--- src/rtl/adder_pkg.sv ---
// rtl/adder_pkg.sv - shared defaults and segment-count derivation for adder_pipe
package adder_pkg;
  localparam int DEF_WIDTH = 32;
  localparam int DEF_SEG   = 8;

  // Guards against divide-by-zero so a bad SEG reaches the elaboration check.
  function automatic int nseg_of(input int width, input int seg);
    return (seg < 1) ? 1 : width / seg;
  endfunction
endpackage

--- src/rtl/adder_seg.sv ---
// rtl/adder_seg.sv - combinational SEG-bit ripple adder segment
module adder_seg #(
  parameter int SEG = 8
) (
  input  logic [SEG-1:0] a,
  input  logic [SEG-1:0] b,
  input  logic           ci,
  output logic [SEG-1:0] s,
  output logic           co
);
  logic [SEG:0] c;

  assign c[0] = ci;

  for (genvar i = 0; i < SEG; i++) begin : g_bit
    fa u_fa (.a(a[i]), .b(b[i]), .ci(c[i]), .s(s[i]), .co(c[i+1]));
  end

  assign co = c[SEG];
endmodule

--- src/rtl/fa.sv ---
// rtl/fa.sv - full adder cell built from two half adders
module fa (
  input  logic a,
  input  logic b,
  input  logic ci,
  output logic s,
  output logic co
);
  logic s0;
  logic c0;
  logic c1;

  ha u_ha0 (.a(a),  .b(b),  .s(s0), .c(c0));
  ha u_ha1 (.a(s0), .b(ci), .s(s),  .c(c1));

  assign co = c0 | c1;
endmodule

--- src/rtl/ha.sv ---
// rtl/ha.sv - half adder cell
module ha (
  input  logic a,
  input  logic b,
  output logic s,
  output logic c
);
  assign s = a ^ b;
  assign c = a & b;
endmodule

--- src/rtl/adder_pipe.sv ---
// rtl/adder_pipe.sv - segmented carry-pipelined adder with ready/valid flow control
// Define ADDER_PIPE_SAT_EN to saturate sum on carry-out and add the sat port.
module adder_pipe
  import adder_pkg::*;
#(
  parameter int WIDTH = DEF_WIDTH,
  parameter int SEG   = DEF_SEG
) (
  input  logic             clk,
  input  logic             rst_n,
  input  logic             in_valid,
  output logic             in_ready,
  input  logic [WIDTH-1:0] a,
  input  logic [WIDTH-1:0] b,
  input  logic             cin,
  output logic             out_valid,
  input  logic             out_ready,
  output logic [WIDTH-1:0] sum,
`ifdef ADDER_PIPE_SAT_EN
  output logic             sat,
`endif
  output logic             cout
);
  localparam int NSEG = nseg_of(WIDTH, SEG);

  if ((SEG < 1) ? 1'b1 : ((WIDTH < SEG) || (WIDTH % SEG != 0))) begin : g_bad_cfg
    $error("adder_pipe: WIDTH must be a positive multiple of SEG, SEG >= 1");
  end

  // Stage k holds operands (upper segments still pending), partial sum and carry.
  logic             v_q [NSEG];
  logic             c_q [NSEG];
  logic [WIDTH-1:0] a_q [NSEG];
  logic [WIDTH-1:0] b_q [NSEG];
  logic [WIDTH-1:0] s_q [NSEG];

  logic [SEG-1:0]   seg_s  [NSEG];
  logic             seg_co [NSEG];
  logic             advance;

  for (genvar k = 0; k < NSEG; k++) begin : g_stage
    if (k == 0) begin : g_first
      adder_seg #(.SEG(SEG)) u_seg (
        .a (a[SEG-1:0]),
        .b (b[SEG-1:0]),
        .ci(cin),
        .s (seg_s[k]),
        .co(seg_co[k])
      );
    end else begin : g_rest
      adder_seg #(.SEG(SEG)) u_seg (
        .a (a_q[k-1][k*SEG +: SEG]),
        .b (b_q[k-1][k*SEG +: SEG]),
        .ci(c_q[k-1]),
        .s (seg_s[k]),
        .co(seg_co[k])
      );
    end
  end

  // A held result blocks every stage, so nothing can overtake or be dropped.
  assign advance  = !(v_q[NSEG-1] && !out_ready);
  assign in_ready = advance;

  always_ff @(posedge clk or negedge rst_n) begin
    if (!rst_n) begin
      for (int k = 0; k < NSEG; k++) begin
        v_q[k] <= 1'b0;
        c_q[k] <= 1'b0;
        a_q[k] <= '0;
        b_q[k] <= '0;
        s_q[k] <= '0;
      end
    end else if (advance) begin
      v_q[0] <= in_valid;
      if (in_valid) begin
        a_q[0] <= a;
        b_q[0] <= b;
        s_q[0] <= WIDTH'(seg_s[0]);
        c_q[0] <= seg_co[0];
      end
      for (int k = 1; k < NSEG; k++) begin
        v_q[k]                 <= v_q[k-1];
        a_q[k]                 <= a_q[k-1];
        b_q[k]                 <= b_q[k-1];
        s_q[k]                 <= s_q[k-1];
        s_q[k][k*SEG +: SEG]   <= seg_s[k];
        c_q[k]                 <= seg_co[k];
      end
    end
  end

  assign out_valid = v_q[NSEG-1];
  assign cout      = c_q[NSEG-1];

`ifdef ADDER_PIPE_SAT_EN
  assign sat = c_q[NSEG-1];
  assign sum = c_q[NSEG-1] ? '1 : s_q[NSEG-1];
`else
  assign sum = s_q[NSEG-1];
`endif
endmodule
--- config.mk ---
export PLATFORM = sky130hd
export DESIGN_NAME = adder_pipe
export DESIGN_NICKNAME = d
export VERILOG_FILES = /design/src/rtl/adder_pkg.sv /design/src/rtl/adder_seg.sv /design/src/rtl/fa.sv /design/src/rtl/ha.sv /design/src/rtl/adder_pipe.sv
export SDC_FILE = /design/constraint.sdc
export NUM_CORES = 1
export LEC_CHECK = 0
export CAP_MARGIN = 0
export CORE_UTILIZATION = 39
export CTS_CLUSTER_SIZE = 14
export DETAILED_ROUTE_END_ITERATION = 8
export GPL_ROUTABILITY_DRIVEN = 0
export HOLD_SLACK_MARGIN = 0.03
export PLACE_DENSITY = 0.66
export SLEW_MARGIN = 20
export SYNTH_ARGS = -nofsm -noshare
export SYNTH_HDL_FRONTEND = slang
export SYNTH_SLANG_ARGS = --single-unit
export TNS_END_PERCENT = 1
--- constraint.sdc ---
create_clock -name clk -period 12.3 [get_ports clk]
set_input_delay 2.46 -clock clk [delete_from_list [all_inputs] [get_ports clk]]
set_output_delay 2.46 -clock clk [all_outputs]
set_load 0.1 [all_outputs]
# ---- After elaboration in Yosys (flattened, before gate mapping)
# Cells that the tools add are included.
dict set report op_classes {
  bitwise_logic 161
  reduce_logical 4
}
# cell n
set op_table {}
lappend op_table {{1-bit bitwise AND} 64}
lappend op_table {{1-bit XOR} 64}
lappend op_table {{1-bit OR} 32}
lappend op_table {{1-bit zero test} 2}
lappend op_table {{2-bit AND reduction} 1}
lappend op_table {{1-bit logical AND} 1}
lappend op_table {{1-bit NOT} 1}
dict set report totals {
  ff_bits 280
  output_inout_bits 35
  elab_cells 183
}

# ---- Logic depth before layout (Yosys ltp)
# Gate-level depths: netlist of run 1.
dict set report depth {
  word_depth 17
  depth_mapped 12
}

# ---- Modules after synthesis
# From an unflattened synthesis of run 1, not the netlist that was laid out.
dict set report unflattened {
  hier_cells 784
  area_unflattened_um2 8195.4
}
# mod n_inst cells_each area_each_um2 seq_area_each_um2
set by_module_without_submodules {}
lappend by_module_without_submodules {adder_pipe 1 688 7194.4 4604.4}
lappend by_module_without_submodules {ha 64 1 12.5 0.0}
lappend by_module_without_submodules {fa 32 1 6.3 0.0}

# ---- Worst setup path after synthesis of run 1
# Ideal clock, no wire load.
dict set report synth_path {
  path_kind {input port to output port}
  startpoint {in out_ready}
  endpoint {out in_ready}
  t_arrival_ns 3.214
  slack_ns 6.626
  cell_stages 4
  path_buffers 2
  cell_sequence {nor2b_4 > clkinv_2 > buf_2 > buf_2}
}
dict set report synth_via {
  elab_chain_len 3
}
# element line_no
set synth_rtl {}
lappend synth_rtl {{from (decl)} adder_pipe.sv:17} ;# input logic out_ready,
lappend synth_rtl {{1-bit zero test} adder_pipe.sv:62} ;# assign advance = !(v_q[NSEG-1] && !out_ready);
lappend synth_rtl {{1-bit logical AND} adder_pipe.sv:62}
lappend synth_rtl {{1-bit zero test} adder_pipe.sv:62}
lappend synth_rtl {{to (decl)} adder_pipe.sv:12} ;# output logic in_ready,
# No other way between the ends.

# ---- Worst setup path in the final report of run 1
# Same ends and word-level chain as after synthesis.

==> out/metrics.csv, run 1 <==
metric,value,unit
status,completed,
crit_fanout,52,
cts_resized,0,
finalPower,2.85,mW
setup_viol,0,
worstPathCellList,clkdlybuf4s50_1 > nor2b_4 > inv_4 > clkdlybuf4s50_1,
syn-cell-area,7990,um2
vdd_drop_max,0.119,mV
synth_top_area_share,57.7,%
vias_per_cell,4.38,
maxSlewHeadroom,30.1,%
fp-row-count,51,
finalCritPeriodShare,58.4,%
post_cts_buffers,0,
path_common_cell,clkdlybuf4s50_1,
synthesis.nets,834,
antenna_left,0,
period_needed,7.18,ns
ys_warn_count,0,
htree_levels,4,
timing.rr.start,a_q[80],
cts-root-buf,clkbuf_16,
hpwl,9610,um
cap_viol_max_count,0,
area_growth,20.6,%
ys.flop_type,dfrtp_1,
path_buf_inv,3,
grt_usage,15.1,%
yosys.cell_types.count,20,
numPortBuffers,103,
rr_endpoint,s_q[55],
critPathCaptureType,output port,
yosysMostFrequentCell,nand2_1,
num_io_pins,104,
fin_setup_tns,0,ns
clk_pin_slew,0.07,ns
yosysSeqAreaShare,57.7,%
crit_arrival,4.72,ns
finClkSkew,0.00754,ns
fin_cells,1070,
grt_overflow,0,
cts_inserted_buffers,17,
fp.dieW,145,um
grt_max_degree,138,
final_nets,894,
diodes,0,
cp_top_family,buffers and inverters,
reg2reg_slack,8.09,ns
core_area,19800,um2
start_kind,input pin,
min_path_type,reg -> reg,
wl,14700,um
cts_tree,done,
drt_first_pass_iters,4,
slowest_stage,clkdlybuf4s50_1,
start_util,40.4,%
drive_gt1_share,11.4,%
cts_buffer_depth,2,
wire_per_inst,13.8,um
worst-setup-path-type,in -> out,
synth_area_per_cell,10.9,um2
max_stage_delay,1.23,ns
die_h,145,um
hold_start,sum[20],
reg2reg_depth,12,
antenna_found_initial,0,
die_area,21100,um2
rsz0062_at_grt,no,
drcViolationCount,0,
grt_pass1_wl,24700,um
holdPathStages,2,
ys_ff_latch,184,
vias,4686,
netlist_top_cells_count,"nand2_1, dfrtp_1, mux2_4",
slew_viol_final,0,
clock_latency,0.43,ns
grt_pass1_vias,4677,
p_leak,4.75,nW
syn_inst,733,
yosysTopAreaCell,dfrtp_1,
clkSinkCount,184,
cp.required,9.84,ns
async_flop_share,100,%
drt_iter0_drc,257,
synth_edf_count,0,
hold_path_end,sum[20],
tightest_slew,1.05,ns
dp_cells,1038,
power_density,296,nW/um2
hold_viol,0,
hold_buffers,0,
fmax,139,MHz
synthTopCellsByArea,"dfrtp_1, nand2_1, fa_1, mux2_4, buf_4",
power by group:
| group | switching [mW] | internal (mW) |
|---|---|---|
| clock | 0.230 | 0.377 |
| sequential | 0.152 | 0.874 |
| combinational | 0.814 | 0.398 |
| total | 1.20 | 1.65 |
cells in the final DEF (no fill, tap or decap), types with 5 or more instances in the layout:
| cell type | n |
|---|---|
| a21oi_1 | 11 |
| bufinv_16 | 5 |
| clkbuf_16 | 17 |
| inv_1 | 28 |
| mux2_2 | 14 |
| mux2_4 | 40 |
| dfrtp_1 | 184 |
| nor2_1 | 9 |
| nand2_1 | 334 |
| clkdlybuf4s50_1 | 102 |
| o21ai_0 | 8 |
| fa_1 | 32 |
sequential cells by signal, indices dropped and copies added, names as in the netlist:
signal / flops
c_q: 3
a_q: 48
s_q: 48
out_valid: 1
v_q: 3
cout: 1
b_q: 48
sum: 32
per-layer routing:
layer  GRT usage, %  routed length, um  vias up
met2           21.5               6350       84
met4           5.42                209        0
met1           22.1               7670     2239
met5              0                  0        -
li1               -                  -     2347
met3           3.81                500       16
area by class of cell:
| class | instances | area (um2) |
|---|---|---|
| clock buffer | 21 | 470 |
| fill | 1807 | 10200 |
| sequential | 184 | 4600 |
| timing repair buffer | 107 | 1090 |
| inverter | 29 | 111 |
| multi-input combinational | 454 | 2840 |
| tap | 265 | 332 |
| clock inverter | 10 | 191 |
stage by stage:
| stage | setup slack [ns] | util (%) | instance area [um2] | hold slack [ns] |
|---|---|---|---|---|
| global route | 5.02 | 48.7 | 9630 | 0.488 |
| CTS | 5.10 | 48.5 | 9600 | 0.462 |
| finish | 5.12 | 48.7 | 9630 | 0.462 |
| global placement | 5.11 | 45.2 | 8940 | 0.443 |
| floorplan | 6.63 | - | 7990 | 0.430 |
| detailed placement | 5.10 | 45.2 | 8940 | 0.452 |
worst register-to-register path: stages, from the launching register on:
cell and delay, ns:
dfrtp_1 0.36, inv_1 0.09, fa_1 0.18, inv_1 0.08, fa_1 0.49, fa_1 0.50
fa_1 0.46, fa_1 0.46, fa_1 0.47, fa_1 0.42, inv_1 0.09, fa_1 0.41
a21oi_1 0.13
cells by family after synthesis:
| kind of cell | Yosys count | synth area share (%) |
|---|---|---|
| muxes | 55 | 9.62 |
| adders and majority gates | 32 | 8.02 |
| and+or+nand+nor | 346 | 16.4 |
| DFF | 184 | 57.7 |
| buffers and inverters | 95 | 6.93 |
| AOI/OAI and AO/OA | 21 | 1.35 |
worst max-delay path by stage:
stage,startpoint,to,slack [ns],depth (start not counted)
floorplan,out_ready,in_ready,6.63,4
global placement,out_ready,in_ready,5.11,4
detailed placement,out_ready,in_ready,5.10,4
CTS,out_ready,in_ready,5.10,4
global route,out_ready,in_ready,5.02,4
finish,out_ready,in_ready,5.12,4
No activity file was read; power rests on OpenSTA's default activity.
==> run 2, diff against run 1 <==
PLACE_DENSITY = 0.68   (was 0.66)
clock period = 5.95 ns   (was 12.3 ns; I/O delays follow)
==> run 2 against run 1 <==
Clock-buffer cell count shrank 3. Via count up 1.0%. Global-route usage about the same. Die area unchanged. Final cell count increased by 0.19%. Largest power group unchanged.
==> out/metrics.csv, run 2 (synthesis results as in run 1) <==
metric,value,unit,change
vias_per_cell,4.42,,was 4.38
post_cts_buffers,0,,unchanged
drt_iter0_drc,307,,was 257
reg_top3,"a_q: 48 flops, b_q: 48 flops, s_q: 48 flops",,unchanged
hold_start,sum[22],,was sum[20]
slowest_stage,clkdlybuf4s50_1,,unchanged
grt_usage,15.1,%,about the same
period_needed,4.55,ns,
met3_usage,3.46,%,was 3.81%
grt_pass1_vias,4742,,"was 4,677"
cap_viol_max_count,0,,unchanged
cts-root-buf,clkbuf_16,,unchanged
most-common-layout-cells,"nand2_1, dfrtp_1, clkdlybuf4s50_1, mux2_4, fa_1",,unchanged
worst-setup-path-type,in -> reg,,was in -> out
crit_arrival,4.90,ns,was 4.72 ns
grt_busiest_layer,met2,,was met1
diodes,0,,unchanged
grt_pass1_wl,24800,um,"was 24,700 um"
reg2reg_slack,1.73,ns,was 8.09 ns
hold_buffers,0,,unchanged
grt_overflow,0,,unchanged
hpwl,9890,um,was 9610 um
reg2reg_depth,12,,unchanged
cts_tree,done,,unchanged
cp.required,6.30,ns,was 9.84 ns
setup_viol,0,,unchanged
vias,4735,,"was 4,686"
num_io_pins,104,,unchanged
area_growth,20.1,%,was 20.6%
final_nets,895,,was 894
grt_max_degree,84,,was 138
grtUsageMet2,22.0,%,was 21.5%
p_leak,4.74,nW,was 4.75 nW
timing.rr.start,a_q[80],,unchanged
start_kind,input pin,,unchanged
crit_fanout,1,,was 52
die_area,21100,um2,unchanged
power_density,607,nW/um2,was 296 nW/um2
cts_inserted_buffers,17,,unchanged
clock_latency,0.43,ns,about the same
finalCritPeriodShare,76.5,%,
grt_util_met1,21.6,%,was 22.1%
tightest_slew,1.02,ns,was 1.05 ns
htree_levels,4,,unchanged
core_area,19800,um2,unchanged
fp-row-count,51,,unchanged
fp.dieW,145,um,unchanged
cts_resized,0,,unchanged
min_path_type,reg -> reg,,unchanged
worstPathCellList,clkdlybuf4s50_1 > inv_1 > fa_1 > inv_1 > fa_1 > fa_1 > fa_1 > fa_1 > fa_1 > fa_1 > inv_1 > fa_1 > a31oi_1,,was clkdlybuf4s50_1 > nor2b_4 > inv_4 > clkdlybuf4s50_1
status,completed,,unchanged
holdPathStages,2,,unchanged
wire_per_inst,13.9,um,was 13.8 um
drive_gt1_share,11.9,%,was 11.4%
vdd_drop_max,0.286,mV,was 0.119 mV
critPathCaptureType,flop,,was output port
max_stage_delay,0.40,ns,was 1.23 ns
mostFrequentLayoutCell,nand2_1,,unchanged
path_buf_inv,4,,was 3
hold_path_end,sum[22],,was sum[20]
rr_endpoint,s_q[55],,unchanged
fin_setup_tns,0,ns,unchanged
clkSinkCount,184,,unchanged
drt_first_pass_iters,5,,was 4
clk_pin_slew,0.06,ns,was 0.07 ns
die_h,145,um,unchanged
wl,14900,um,"was 14,700 um"
antenna_found_initial,0,,unchanged
finalPower,5.82,mW,was 2.85 mW
cp_top_family,adder cells,,was buffers and inverters
finClkSkew,0.00836,ns,was 0.00754 ns
path_common_cell,fa_1,,was clkdlybuf4s50_1
cts_buffer_depth,2,,unchanged
slew_viol_final,0,,unchanged
hold_viol,0,,unchanged
finish.utilization,48.5,%,was 48.7%
drcViolationCount,0,,unchanged
maxSlewHeadroom,31.7,%,was 30.1%
start_util,40.4,%,unchanged
rsz0062_at_grt,no,,unchanged
numPortBuffers,103,,unchanged
fmax,220,MHz,
antenna_left,0,,unchanged
-- run 2: worst max path at each step --
stage               start  slack, ns  cells after the start        to
floorplan            a[0]       1.57                     12  s_q[103]
global placement     a[0]       0.96                     13  s_q[103]
detailed placement   a[0]       0.93                     13  s_q[103]
CTS                  a[0]       1.39                     13  s_q[103]
global route         a[0]       1.23                     13  s_q[103]
finish               a[0]       1.40                     13  s_q[103]
-- run 2: final cells by class --
cell class	instances	area, um2
clock buffer	18	439
clock inverter	14	195
fill	1842	10200
inverter	29	111
multi-input combinational	454	2840
sequential	184	4600
tap	265	332
timing repair buffer	108	1070
-- run 2: worst register-to-register path, cell delays in order, from the launching register on --
cell	delay (ns)
dfrtp_1	0.37
inv_1	0.10
fa_1	0.22
inv_1	0.08
fa_1	0.46
fa_1	0.48
fa_1	0.46
fa_1	0.46
fa_1	0.48
fa_1	0.44
inv_1	0.09
fa_1	0.39
a21oi_1	0.12
-- run 2: stage by stage --
stage	instance area [um2]	setup WS [ns]	cells	hold slack, ns
floorplan	7990	1.57	733	0.430
global placement	8950	0.959	1040	0.443
detailed placement	8950	0.930	1040	0.453
CTS	9590	1.39	1072	0.469
global route	9590	1.23	1072	0.487
finish	9590	1.40	1072	0.464
-- run 2: report_power, final --
group / switching (mW) / internal (mW) / total, mW
combinational: 1.67 / 0.813 / 2.48
clock: 0.487 / 0.718 / 1.20
sequential: 0.324 / 1.81 / 2.13
-- run 2: routing by layer --
metal	vias to the layer above	routed length [um]	share of wire, %
li1	2348	-	-
met1	2302	7390	50
met2	74	6850	46
met3	11	456	3.1
met4	0	160	1.1
met5	-	0	0
==> run 3, diff against run 2 <==
PLACE_DENSITY = 0.66   (was 0.68)
clock period = 4.5 ns   (was 5.95 ns; I/O delays follow)
==> run 3 against run 2 <==
Clock skew grew 0.0016 ns. Combinational power grew 33%. Worst setup slack lost 1.2 ns. First-iteration DRC count grew 17%. Sequential power grew 32%. Clock power grew 13%.
==> out/metrics.csv, run 3 (synthesis results as in run 1) <==
metric,value,unit,change
drive_gt1_share,11.9,%,about the same
path_buf_inv,4,,unchanged
clkSinkCount,184,,unchanged
htree_levels,4,,unchanged
p_leak,4.72,nW,was 4.74 nW
cp.required,4.84,ns,was 6.30 ns
area_growth,19.3,%,was 20.1%
grtUsageMet2,21.3,%,was 22.0%
post_cts_buffers,0,,unchanged
place_area,8990,um2,was 8950 um2
cts_tree,done,,unchanged
max_stage_delay,0.40,ns,about the same
cts-root-buf,clkbuf_16,,unchanged
cts_resized,0,,unchanged
fin_cells,1074,,"was 1,072"
wl,14800,um,"was 14,900 um"
worst-setup-path-type,in -> reg,,unchanged
dp_cells,1042,,"was 1,040"
hold_buffers,0,,unchanged
grt_usage,15.2,%,was 15.1%
status,completed,,unchanged
timing.rr.start,a_q[80],,unchanged
finish.utilization,48.2,%,was 48.5%
vias,4702,,"was 4,735"
grt_overflow,0,,unchanged
power_density,783,nW/um2,was 607 nW/um2
slowest_stage,clkdlybuf4s50_1,,unchanged
final_nets,897,,was 895
diodes,0,,unchanged
reg2reg_depth,12,,unchanged
setup_viol,0,,unchanged
fp-row-count,51,,unchanged
antenna_left,0,,unchanged
clk_pin_slew,0.06,ns,about the same
setup_ws,0.185,ns,was 1.40 ns
drt_iter0_drc,358,,was 307
clock_latency,0.43,ns,about the same
worstPathCellList,clkdlybuf4s50_1 > inv_1 > fa_1 > inv_1 > fa_1 > fa_1 > fa_1 > fa_1 > fa_1 > fa_1 > inv_1 > fa_1 > a31oi_1,,unchanged
start_util,40.4,%,unchanged
grt_pass1_vias,4734,,"was 4,742"
finClkSkew,0.00993,ns,was 0.00836 ns
rsz0062_at_grt,no,,unchanged
cts_inserted_buffers,17,,unchanged
stdcell_area,9530,um2,was 9590 um2
drt_first_pass_iters,4,,was 5
drcViolationCount,0,,unchanged
fillers,1828,,"was 1,842"
slew_viol_final,0,,unchanged
vias_per_cell,4.38,,was 4.42
core_area,19800,um2,unchanged
reg2reg_slack,0.36,ns,was 1.73 ns
start_kind,input pin,,unchanged
finalPower,7.46,mW,was 5.82 mW
pre_cts_slack,-0.265,ns,was 0.930 ns
rr_endpoint,s_q[55],,unchanged
holdPathStages,2,,unchanged
finalCritPeriodShare,95.9,%,
crit_arrival,4.66,ns,was 4.90 ns
fmax,232,MHz,
grt_max_degree,109,,was 84
reg_top3,"a_q: 48 flops, b_q: 48 flops, s_q: 48 flops",,unchanged
vdd_drop_max,0.346,mV,was 0.286 mV
cap_viol_max_count,0,,unchanged
numPortBuffers,103,,unchanged
maxSlewHeadroom,30.0,%,was 31.7%
die_h,145,um,unchanged
cp_top_family,adder cells,,unchanged
multiInputGateArea,2840,um2,unchanged
path_common_cell,fa_1,,unchanged
tightest_slew,1.05,ns,was 1.02 ns
grt_busiest_layer,met1,,was met2
die_area,21100,um2,unchanged
hold_start,v_q[1],,was sum[22]
hold_viol,0,,unchanged
wire_per_inst,13.8,um,was 13.9 um
hpwl,9870,um,was 9890 um
met3_usage,4.21,%,was 3.46%
fp.dieW,145,um,unchanged
hold_path_end,v_q[1],,was sum[22]
crit_fanout,1,,unchanged
min_path_type,reg -> reg,,unchanged
critPathCaptureType,flop,,unchanged
mostFrequentLayoutCell,nand2_1,,unchanged
antenna_found_initial,0,,unchanged
grt_pass1_wl,25000,um,"was 24,800 um"
most-common-layout-cells,"nand2_1, dfrtp_1, clkdlybuf4s50_1, mux2_4, fa_1",,unchanged
ff_latch_area,4600,um2,unchanged
cts_buffer_depth,2,,unchanged
num_io_pins,104,,unchanged
grt_util_met1,22.8,%,was 21.6%
period_needed,4.32,ns,
==> run 3: area by class of cell <==
type / instances / share of cell area (%)
Timing Repair Buffer: 110 / 11.6
Tap cell: 265 / 3.48
Clock inverter: 11 / 0.775
Multi-Input combinational cell: 454 / 29.8
Inverter: 29 / 1.17
Sequential cell: 184 / 48.3
Clock buffer: 21 / 4.83
==> run 3: layer usage <==
metal  up-vias  wire [um]
met2        73       6470
li1       2347          -
met3        12        559
met4         0        176
met5         -          0
met1      2270       7620
==> run 3: worst reg2reg max path, delay by kind of cell (launching register included) <==
family                     cells  cell delay [ns]
DFF                            1             0.36
AOI/OAI and AO/OA              1             0.12
adders and majority gates      8             3.32
buffers and inverters          3             0.24
==> run 3: through the flow <==
stage / hold slack, ns / TNS (ns)
floorplan: 0.430 / 0
global placement: 0.443 / -0.189
detailed placement: 0.446 / -0.265
CTS: 0.460 / 0
global route: 0.466 / 0
finish: 0.454 / 0
==> run 3: worst max-delay path by stage <==
stage / startpoint / endpoint / slack (ns) / depth (start not counted)
finish: a[0] / s_q[103] / 0.18 / 13
global route: b[0] / s_q[103] / 0.03 / 13
CTS: a[0] / s_q[103] / 0.18 / 13
detailed placement: a[0] / s_q[103] / -0.27 / 13
global placement: a[0] / s_q[103] / -0.19 / 13
floorplan: a[0] / s_q[103] / 0.41 / 12
==> run 3: where the power goes <==
group,internal [mW],switching (mW)
combinational,1.09,2.22
sequential,2.39,0.416
clock,0.736,0.613
total,4.21,3.25
